==> src/rtl/note_hit_scorer.sv <==
// note_hit_scorer: turns raw fret switches and per-lane note-window events into
// a saturating score, a combo count, a multiplier and hit/miss strobes.
// Input path per lane: 2-flop sync -> debounce -> registered rising-edge detect.
module note_hit_scorer #(
    parameter int LANES           = 4,
    parameter int DEBOUNCE_CYCLES = 250000,
    parameter int HIT_POINTS      = 10,
    parameter int SCORE_MAX       = 999999
) (
    input  logic             clock,
    input  logic             reset,
    input  logic [LANES-1:0] switches,
    input  logic [LANES-1:0] note_enter,
    input  logic [LANES-1:0] note_exit,
    output logic [19:0]      score,
    output logic [7:0]       combo,
    output logic [2:0]       multiplier,
    output logic             hit_pulse,
    output logic             miss_pulse
);

    localparam int CW = $clog2(DEBOUNCE_CYCLES + 1);
    localparam int HW = $clog2(LANES + 1);

    logic [LANES-1:0] sync1, sync2;
    logic [LANES-1:0] stable, stable_q;
    logic [LANES-1:0] press_evt;
    logic [LANES-1:0] armed, armed_next;
    logic [LANES-1:0] hit_vec, miss_vec;
    logic [CW-1:0]    db_cnt [LANES];

    logic [HW-1:0] hit_cnt;
    logic [31:0]   score_sum;
    logic [19:0]   score_next;
    logic [8:0]    combo_sum;
    logic [7:0]    combo_next;
    logic [2:0]    mult_next;

    // Two-flop synchroniser for the asynchronous fret switches
    always_ff @(posedge clock or posedge reset) begin
        // NOTE: sequential state uses <= so every flop samples pre-edge values
        // regardless of statement order; = here would chain sync1 into sync2.
        if (reset) begin
            sync1 <= '0;
            sync2 <= '0;
        end else begin
            sync1 <= switches;
            sync2 <= sync1;
        end
    end

    // Debounce: stable level follows the synced level after DEBOUNCE_CYCLES
    // consecutive cycles of disagreement; any agreement restarts the count
    always_ff @(posedge clock or posedge reset) begin
        // NOTE: db_cnt is a per-lane array of counters built from flops, not a
        // RAM, so it is cleared in reset like any other state.
        if (reset) begin
            stable <= '0;
            for (int i = 0; i < LANES; i++) db_cnt[i] <= '0;
        end else begin
            for (int i = 0; i < LANES; i++) begin
                if (sync2[i] == stable[i]) begin
                    db_cnt[i] <= '0;
                end else if (db_cnt[i] == CW'(DEBOUNCE_CYCLES - 1)) begin
                    stable[i] <= sync2[i];
                    db_cnt[i] <= '0;
                end else begin
                    db_cnt[i] <= db_cnt[i] + 1'b1;
                end
            end
        end
    end

    // Rising-edge detect on the debounced level, registered as press_evt
    always_ff @(posedge clock or posedge reset) begin
        if (reset) begin
            stable_q  <= '0;
            press_evt <= '0;
        end else begin
            stable_q  <= stable;
            press_evt <= stable & ~stable_q;
        end
    end

    // Per-lane judgement in priority order: enter, press, exit
    always_comb begin
        // NOTE: every output of this block gets a default first, so no path
        // leaves a value unassigned and no latch is inferred.
        armed_next = armed;
        hit_vec    = '0;
        miss_vec   = '0;
        for (int i = 0; i < LANES; i++) begin
            if (note_enter[i]) begin
                if (armed_next[i]) miss_vec[i] = 1'b1;
                else               armed_next[i] = 1'b1;
            end
            if (press_evt[i]) begin
                if (armed_next[i]) begin
                    hit_vec[i]    = 1'b1;
                    armed_next[i] = 1'b0;
                end else begin
                    miss_vec[i] = 1'b1;
                end
            end else if (note_exit[i] && armed_next[i]) begin
                miss_vec[i]   = 1'b1;
                armed_next[i] = 1'b0;
            end
        end
    end

    // Score, combo and multiplier update from this cycle's hit/miss totals
    always_comb begin
        hit_cnt = '0;
        for (int i = 0; i < LANES; i++) hit_cnt = hit_cnt + HW'(hit_vec[i]);

        score_sum  = 32'(score) + 32'(hit_cnt) * 32'(HIT_POINTS) * 32'(multiplier);
        score_next = (score_sum > 32'(SCORE_MAX)) ? 20'(SCORE_MAX) : score_sum[19:0];

        combo_sum = 9'(combo) + 9'(hit_cnt);
        if (|miss_vec)             combo_next = 8'd0;
        else if (combo_sum > 9'd255) combo_next = 8'd255;
        else                       combo_next = combo_sum[7:0];

        mult_next = (combo_next >= 8'd24) ? 3'd4 : 3'd1 + {1'b0, combo_next[4:3]};
    end

    // Registered outputs and armed flags
    always_ff @(posedge clock or posedge reset) begin
        if (reset) begin
            armed      <= '0;
            score      <= '0;
            combo      <= '0;
            multiplier <= 3'd1;
            hit_pulse  <= 1'b0;
            miss_pulse <= 1'b0;
        end else begin
            armed      <= armed_next;
            score      <= score_next;
            combo      <= combo_next;
            multiplier <= mult_next;
            hit_pulse  <= |hit_vec;
            miss_pulse <= |miss_vec;
        end
    end

endmodule

==> config.mk <==
export PLATFORM = sky130hd
export DESIGN_NAME = note_hit_scorer
export DESIGN_NICKNAME = d
export VERILOG_FILES = /design/src/rtl/note_hit_scorer.sv
export SDC_FILE = /design/constraint.sdc
export NUM_CORES = 1
export LEC_CHECK = 0
export CORE_MARGIN = 8
export CORE_UTILIZATION = 50
export DETAILED_ROUTE_END_ITERATION = 10
export DONT_BUFFER_PORTS = 1
export PLACE_DENSITY = 0.74
export SYNTH_ARGS = -nofsm -noshare
export SYNTH_HDL_FRONTEND = slang
export SYNTH_SLANG_ARGS = --single-unit
==> constraint.sdc <==
create_clock -name clock -period 7.45 [get_ports clock]
set_clock_uncertainty 0.05 [all_clocks]
set_input_delay 0.3725 -clock clock [delete_from_list [all_inputs] [get_ports clock]]
set_output_delay 0.3725 -clock clock [all_outputs]
set_load 0.03 [all_outputs]
* Word level (Yosys, flattened, before mapping)
Cells that the tools add are included.
** Word-level totals
- Register bits after elaboration :: 129
- Latch bits :: 0
- Bits in writable memories :: 0
- ROM bits :: 0
- Word-level logic and storage cells :: 109
- Memories :: 0
** Cells by class
- Add/sub/neg operators :: 10
- Multipliers :: 2
- Divide/modulo/power cells :: 0
- $lt $le $gt $ge :: 3
- Equality and inequality tests :: 8
- Shift operators :: 0
- Mux-type cells :: 52
- Bitwise gates (word level) :: 6
- Reduce and logical (&&, ||, !) cells :: 10
** Operator list (number)
- 2-to-1 mux 18 bit :: 8
- adder 18 x 1 -> 18 bit (second input constant) :: 4
- equality test 18 bit (second input constant) :: 4
- 2-to-1 mux 1 bit :: 40
- adder 20 x 10 -> 21 bit :: 1
- > comparator 21 x 20 -> 1 bit (second input constant) :: 1
- 2-to-1 mux 20 bit :: 1
- 2-to-1 mux 8 bit :: 2
- adder 8 x 3 -> 9 bit :: 1
- > comparator 9 x 8 -> 1 bit (second input constant) :: 1
- multiplier 6 x 3 -> 9 bit :: 1
- greater-or-equal comparator 8 x 5 -> 1 bit (second input constant) :: 1
- AND reduction 2 bit :: 4
- OR reduction 4 bit :: 2
- multiplier 3 x 3 -> 6 bit (second input constant) :: 1
- bitwise AND 4 bit :: 1
- equality test 1 bit :: 4
- logical AND 1 bit :: 4
- inverter 1 bit :: 4
- inverter 4 bit :: 1
- adder 1 x 2 -> 3 bit (first input constant) :: 1
- adder 2 x 1 -> 3 bit :: 1
- adder 3 x 1 -> 3 bit :: 1
- 2-to-1 mux 3 bit :: 1
- adder 1 x 1 -> 2 bit :: 1

* Logic depth before layout (Yosys ltp)
Gate-level depths: netlist (run 1).
- Word-level depth :: 12
- Depth in mapped cells :: 29
- Depth with buffers taken out :: 28

* Least setup slack after synthesis (run 1)
No wires, ideal clock.
- Path type :: input to register
- From :: input port note_enter[0]
- To :: register score[2]
- Setup time :: 0.146 ns
- Arrival time :: 5.702 ns
- Data required time :: 7.254 ns
- Setup slack :: 1.552 ns
- Stages :: 28
- Cells stage by stage :: inv_1 -> ha_1 -> inv_1 -> nand2_1 -> fa_1 -> inv_1 -> ha_1 -> ha_1 -> ha_1 -> ha_1 -> nand2_1 -> fa_1 -> inv_1 -> fa_1 -> a21oi_1 -> nor2_1 -> nor2_1 -> nor2b_1 -> o21ai_0 -> nand2b_1 -> ha_1 -> nand4_1 -> or4_4 -> o21ai_4 -> xnor2_1 -> nand3_1 -> a211oi_1 -> o211ai_1
** Between the ends
- Cells in the longest elaborated chain, start to end :: 11
** RTL lines
- start, declared :: RTL line 13 : input logic [LANES-1:0] note_enter,
- 2-to-1 mux 1 bit (*) :: RTL line 93 : if (note_enter[i]) begin
- 2-to-1 mux 1 bit (*) :: RTL line 98 : if (armed_next[i]) begin
- 2-to-1 mux 1 bit (*) :: RTL line 97 : if (press_evt[i]) begin
- adder 1 x 1 -> 2 bit (*) :: RTL line 114 : for (int i = 0; i < LANES; i++) hit_cnt = hit_cnt + HW'(hit_vec[i]);
- adder 2 x 1 -> 3 bit (*) :: RTL line 114
- adder 3 x 1 -> 3 bit (*) :: RTL line 114
- multiplier 3 x 3 -> 6 bit (*) :: RTL line 116 : score_sum = 32'(score) + 32'(hit_cnt) * 32'(HIT_POINTS) * 32'(multiplier);
- multiplier 6 x 3 -> 9 bit (*) :: RTL line 116
- adder 20 x 10 -> 21 bit (*) :: RTL line 116
- > comparator 21 x 20 -> 1 bit :: RTL line 117 : score_next = (score_sum > 32'(SCORE_MAX)) ? 20'(SCORE_MAX) : score_sum[19:0];
- 2-to-1 mux 20 bit (*) :: RTL line 117
- net score_next[2] :: RTL line 34 : logic [19:0] score_next;
- end signal, assigned :: RTL line 138 : score <= score_next;
- end, declared :: RTL line 15 : output logic [19:0] score,
Mark *: on every way through the listed nets, which the timed path passes. The rest lies on a longest branch.
A chain may end at the register's enable or synchronous reset.

* Worst setup path in the final report (run 1)
- From :: register armed[0]
- To :: register score[4]
** Between the ends
- Cells in the longest elaborated chain, start to end :: 11
** RTL lines
- start, declared :: RTL line 28 : logic [LANES-1:0] armed, armed_next;
- start signal, assigned :: RTL line 137 : armed <= armed_next;
- 2-to-1 mux 1 bit (*) :: RTL line 93
- 2-to-1 mux 1 bit (*) :: RTL line 98
- 2-to-1 mux 1 bit (*) :: RTL line 97
- adder 1 x 1 -> 2 bit (*) :: RTL line 114
- adder 2 x 1 -> 3 bit (*) :: RTL line 114
- adder 3 x 1 -> 3 bit (*) :: RTL line 114
- multiplier 3 x 3 -> 6 bit (*) :: RTL line 116
- multiplier 6 x 3 -> 9 bit (*) :: RTL line 116
- adder 20 x 10 -> 21 bit (*) :: RTL line 116
- > comparator 21 x 20 -> 1 bit :: RTL line 117
- 2-to-1 mux 20 bit (*) :: RTL line 117
- net score_next[4] :: RTL line 34
Marked as above.

==> results of run 1 <==
==> worst paths after layout <==
check	cells past startpoint	slack, ns	startpoint	end
worst max-delay path	27	0.91	armed[0]$_DFF_PP0_	score[4]$_DFF_PP0_
worst min-delay path	3	0.22	note_enter[1]	armed[1]$_DFF_PP0_
worst max register to register	27	0.91	armed[0]$_DFF_PP0_	score[4]$_DFF_PP0_
worst min register to register	0	0.30	sync1[0]$_DFF_PP0_	sync2[0]$_DFF_PP0_
max in group asynchronous	3	5.49	reset	score[5]$_DFF_PP0_
min in group asynchronous	2	0.51	reset	db_cnt[36]$_DFF_PP0_
==> critical path, cell delays in order (launching register included) <==
cell      delay, ns
dfrtp_1        0.35
inv_1          0.05
ha_1           0.19
inv_1          0.08
nand2_1        0.09
fa_1           0.54
inv_1          0.05
ha_1           0.21
ha_1           0.24
ha_1           0.22
ha_1           0.31
nand2_1        0.08
fa_1           0.48
inv_1          0.07
ha_1           0.28
a21o_1         0.15
a21oi_1        0.23
o21bai_1       0.09
a21oi_1        0.18
xnor2_1        0.15
ha_1           0.32
o21ai_0        0.15
o21ai_1        0.11
o21ai_1        0.63
nand4_1        0.15
nor4b_2        0.21
a211oi_1       0.55
o211ai_1       0.16
==> layer usage <==
layer	track usage, %	routed length (um)	up-vias
li1	-	-	2487
met1	20.6	6180	2470
met2	26.3	6790	100
met3	4.35	805	13
met4	6.05	132	0
met5	0	0	-
==> logic make-up after synthesis <==
kind of cell             count (synthesis)  share of synthesized area, %
AO/OA/AOI/OAI                           84                          8.33
XOR/XNOR                                88                          10.9
multiplexers                             5                         0.782
flip-flops                             129                          45.9
buffers and inverters                   68                          3.64
AND/OR/NAND/NOR                        305                          21.1
adder cells (fa/ha/maj)                 48                          9.38
==> area by class of cell <==
| cell class | instances | area, sq um |
|---|---|---|
| Fill cell | 1175 | 5920 |
| Timing Repair Buffer | 10 | 97.6 |
| Clock inverter | 12 | 160 |
| Inverter | 52 | 198 |
| Multi-Input combinational cell | 530 | 3560 |
| Sequential cell | 129 | 3230 |
| Clock buffer | 18 | 439 |
| Tap cell | 180 | 225 |
==> synthesized netlist by cell type (10+ instances only) <==
library cell	count	area share (%)
ha_1	40	7.1
xor2_1	47	5.8
nand2_1	56	3.0
nand4_1	16	1.4
or3_1	10	0.89
clkbuf_1	12	0.64
dfrtp_1	128	45
and3_1	17	1.5
inv_1	50	2.7
nor3_1	18	1.3
nor2_1	107	5.7
a21oi_1	26	1.8
xnor2_1	41	5.1
nand3_1	33	2.3
==> registers in the layout, summed over array words and instances (netlist names) <==
register and count:
hit_pulse 1, sync2 4, sync1 4, multiplier 3, combo 8, stable 4
armed 4, press_evt 4, db_cnt 72, stable_q 4, score 20, miss_pulse 1
==> metrics by stage <==
stage / hold slack (ns) / total power [mW] / std cells / utilization [%] / setup WS, ns
final: 0.219 / 1.60 / 931 / 57.2 / 0.915
after global routing: 0.223 / 1.66 / 931 / 57.2 / 0.482
after CTS: 0.203 / 1.62 / 931 / 57.2 / 0.925
after detailed placement: 0.289 / 0.772 / 892 / 52.2 / 0.932
after global placement: 0.284 / 0.769 / 892 / 52.2 / 1.13
after floorplan: 0.281 / 0.761 / 727 / - / 1.55
==> report_power, final <==
group / internal [mW] / total, mW / switching, mW / leakage [nW]
Sequential: 0.710 / 0.718 / 0.00715 / 1.75
Clock: 0.533 / 0.842 / 0.309 / 0.281
Combinational: 0.0143 / 0.0453 / 0.0310 / 1.62
Total: 1.26 / 1.60 / 0.347 / 3.65
==> impl_metrics.ini, run 1 <==
[clocking]
cts-htree-levels = 4
cts.sinks = 129
cts_buffers = 17
tritoncts = yes
hold_buffers = 9
clkSlewWorstSetupHoldPaths_ns = 0.06
cts_setup_buffers = 0
cts_resized = 0
clock_latency_ns = 0.42
cts.path.max_buffers = 2
cts-root-buf = clkbuf_16

[timing]
slew_headroom_pct = 41.2
period_share_pct = 87.7
final.setup.tns_ns = 0
finalSetupViolCount = 0
finalMaxSlewViolations = 0
fmaxAchievable_ghz = 0.153
rsz0062_at_grt = false
period_needed_ns = 6.54
finalHoldViolCount = 0
worst_pin_slew_ns = 0.882

[placement]
dpl_cell_area_sq_um = 7220
dp_hpwl_um = 9880
io_buffers = 0
gp_congestion = 0.877

[global_routing]
grt_pass1_vias = 5060
grt_pass1_wl_um = 24300
grt_usage_pct = 16.4
grt_max_degree = 72
grt_overflow_total = 0
antenna_found_initial = 0

[detailed_routing]
wl_per_cell_um = 14.9
dr.first_iter.drc_count = 255
ant_nets = 0
drt-total-wl_um = 13900
drc = 0
vias = 5070
dr.pass1.iters = 5
route.detailed.vias_per_inst = 5.45

[layout]
design_area_sq_um = 7910
diodes = 0
final_cell_mix = dfrtp_1 (128), nor2_1 (107), nand2_1 (56)
synthToLayoutAreaGrowth_pct = 12.3
layout-drive-gt1-share_pct = 7.06
final_common_cell = dfrtp_1
nets = 802

[power_and_ir_drop]
p_leak_nw = 3.65
ir_drop_mv = 0.211
powerDensity_nw_per_um2 = 203

[critical_path]
crit_path_max_fanout = 12
critPathRequiredTime_ns = 7.66
crit_type = flip-flop to flip-flop
cp.arrival_ns = 6.75
worstSetupStartpointType = flip-flop
worstSetupEndpointType = flip-flop

[logic_synthesis]
synth-seq-cells = 129
synth-async-reset-ratio_pct = 100
synth-edff-count = 0
synth.avg_cell_area_sq_um = 9.69
ys.flop_type = dfrtp_1
synth_cell_type_count = 57
synth_cells = 727
ys_seq_area_share_pct = 45.9
yosysWarningCount = 0
syn_nets = 789
syn_area_sq_um = 7040

[outcome]
status = finished clean

[floorplanning]
die_h_um = 135
rows = 43
die_w_um = 135
initial_core_util_pct = 50.9
ios = 47
die_area_sq_um = 18100
core_sq_um = 13800

[hold_path]
hold_path_class = primary input to flip-flop

[flow_run]
cap_violations = 0
(Power assumes the default switching activity.)
==> run 2: changes to the inputs <==
--- a/config.mk
+++ b/config.mk
@@ -5,6 +5,7 @@
 export SDC_FILE = /design/constraint.sdc
 export NUM_CORES = 1
 export LEC_CHECK = 0
+export CORE_ASPECT_RATIO = 0.75
 export CORE_MARGIN = 8
 export CORE_UTILIZATION = 50
 export DETAILED_ROUTE_END_ITERATION = 10
==> impl_metrics.ini, run 2 (synthesis results as in run 1) <==
[outcome]
status = finished clean

[hold_path]
hold_depth = 3
whs_endpoint = armed[0]$_DFF_PP0_
hold_path_class = primary input to flip-flop
holdCritStartpoint = note_enter[0]

[detailed_routing]
drc = 0
dr.pass1.iters = 4
wl_per_cell_um = 14.9
vias = 5043
dr.first_iter.drc_count = 248
route.detailed.vias_per_inst = 5.43
ant_nets = 0
drt-total-wl_um = 13800

[layout]
synthToLayoutAreaGrowth_pct = 12.4
final_util_pct = 57.6
diodes = 0
top_regs = db_cnt (72), score (20), combo (8)
regMostFlops = db_cnt
final_common_cell = dfrtp_1
layout-drive-gt1-share_pct = 7.17
final_cell_mix = dfrtp_1 (128), nor2_1 (107), nand2_1 (56)
largest_reg_flops = 72
nets = 802

[clocking]
cts-root-buf = clkbuf_16
cts.sinks = 129
clkSlewWorstSetupHoldPaths_ns = 0.06
cts_setup_buffers = 0
clock_latency_ns = 0.42
cts_resized = 0
cts-htree-levels = 4
cts.path.max_buffers = 2
tritoncts = yes
cts_buffers = 17

[critical_path]
regToRegEndpoint = score[4]$_DFF_PP0_
crit_path_max_fanout = 12
rr_startpoint = armed[0]$_DFF_PP0_
r2r_cells = 27
critPathRequiredTime_ns = 7.67
crit_type = flip-flop to flip-flop
cpPeakStageDelay_ns = 0.67
cp.arrival_ns = 6.77
timing.reg2reg.setup_slack_ns = 0.90
crit_top_cell = ha_1
cp_slowest_cell = o21ai_1
path_buf_inv = 4
worstSetupStartpointType = flip-flop
worstSetupEndpointType = flip-flop
path_delay_family = adder cells

[floorplanning]
die_w_um = 153
ios = 47
die_area_sq_um = 18200
core_sq_um = 13700
initial_core_util_pct = 51.2
die_h_um = 119
rows = 37

[timing]
worst_pin_slew_ns = 1.10
rsz0062_at_grt = false
period_share_pct = 87.9
fmaxAchievable_ghz = 0.153
period_needed_ns = 6.55
finalHoldViolCount = 0
finalSetupViolCount = 0
finalMaxSlewViolations = 0
final.setup.tns_ns = 0
slew_headroom_pct = 26.4

[power_and_ir_drop]
p_sw_share_pct = 21.6
powerDensity_nw_per_um2 = 204
finalPower_mw = 1.62
p_clk_share_pct = 52.9
p_leak_nw = 3.65
ir_drop_mv = 0.173
seq_power_share_pct = 44.4
intPower_mw = 1.27
p_sw_mw = 0.349
p_comb_share_pct = 2.8

[flow_run]
cap_violations = 0

[placement]
io_buffers = 0
dp_hpwl_um = 9940
gp_congestion = 0.844

[global_routing]
grt_usage_pct = 16.1
top_usage_layer = met2
met3_usage_pct = 5.72
grt_max_degree = 90
grt_pass1_vias = 5176
grt_use_met2_pct = 25.4
grt_util_met1_pct = 20.6
antenna_found_initial = 0
grt_overflow_total = 0
grt_pass1_wl_um = 24300
-- run 2: cell types whose count changed in the layout (fill, tap and decap cells not counted) --
cell / change
clkbuf_1: +1
clkinvlp_4: +1
inv_6: -2
clkinv_4: +1
clkbuf_8: +1
-- run 2: worst register-to-register path: stages, from the launching register on --
cell	delay (ns)
dfrtp_1	0.35
inv_1	0.05
ha_1	0.18
inv_1	0.07
nand2_1	0.10
fa_1	0.55
inv_1	0.04
ha_1	0.21
ha_1	0.24
ha_1	0.22
ha_1	0.31
nand2_1	0.07
fa_1	0.48
inv_1	0.07
ha_1	0.28
a21o_1	0.15
a21oi_1	0.22
o21bai_1	0.08
a21oi_1	0.18
xnor2_1	0.16
ha_1	0.33
o21ai_0	0.14
o21ai_1	0.12
o21ai_1	0.67
nand4_1	0.17
nor4b_2	0.22
a211oi_1	0.53
o211ai_1	0.15
-- run 2: layer usage --
metal | wire length [um] | vias up
li1 | - | 2495
met1 | 6480 | 2421
met2 | 6340 | 104
met3 | 819 | 23
met4 | 170 | 0
met5 | 0 | -
-- run 2: power groups by stage --
stage / logic, mW / registers [mW] / clock network [mW]
3_3_place_gp: 0.0393 / 0.729 / 0
4_1_cts: 0.0462 / 0.717 / 0.875
2_1_floorplan: 0.0329 / 0.728 / 0
3_5_place_dp: 0.0418 / 0.730 / 0
5_1_grt: 0.0525 / 0.718 / 0.903
6_report: 0.0445 / 0.717 / 0.855
-- run 2: timing repair --
action,CTS,global route
hold endpoints to repair,48,0
endpoints found under the setup margin,0,0
hold buffers,9,0
-- run 2: worst max path at each step --
stage | start | to | slack (ns) | cells after the start
5_1_grt | armed[0]$_DFF_PP0_ | score[2]$_DFF_PP0_ | 0.45 | 27
2_1_floorplan | note_enter[0] | score[2]$_DFF_PP0_ | 1.55 | 28
3_3_place_gp | note_enter[0] | score[3]$_DFF_PP0_ | 1.15 | 27
3_5_place_dp | note_enter[0] | score[4]$_DFF_PP0_ | 0.89 | 27
6_report | armed[0]$_DFF_PP0_ | score[4]$_DFF_PP0_ | 0.90 | 27
4_1_cts | armed[0]$_DFF_PP0_ | score[5]$_DFF_PP0_ | 0.91 | 27
-- run 2: area by class of cell --
class	count	area [sq um]
fill	1164	5830
multi-input combinational	530	3560
sequential	129	3230
clock buffer	20	457
tap	175	219
inverter	52	198
clock inverter	12	159
timing repair buffer	10	97.6
-- run 2: metrics by stage --
stage	hold slack (ns)	cells	instance area [sq um]	setup WS, ns
2_1_floorplan	0.281	727	7040	1.55
3_3_place_gp	0.252	887	7210	1.15
3_5_place_dp	0.265	887	7210	0.888
4_1_cts	0.178	928	7920	0.908
5_1_grt	0.208	928	7920	0.455
6_report	0.196	928	7920	0.901
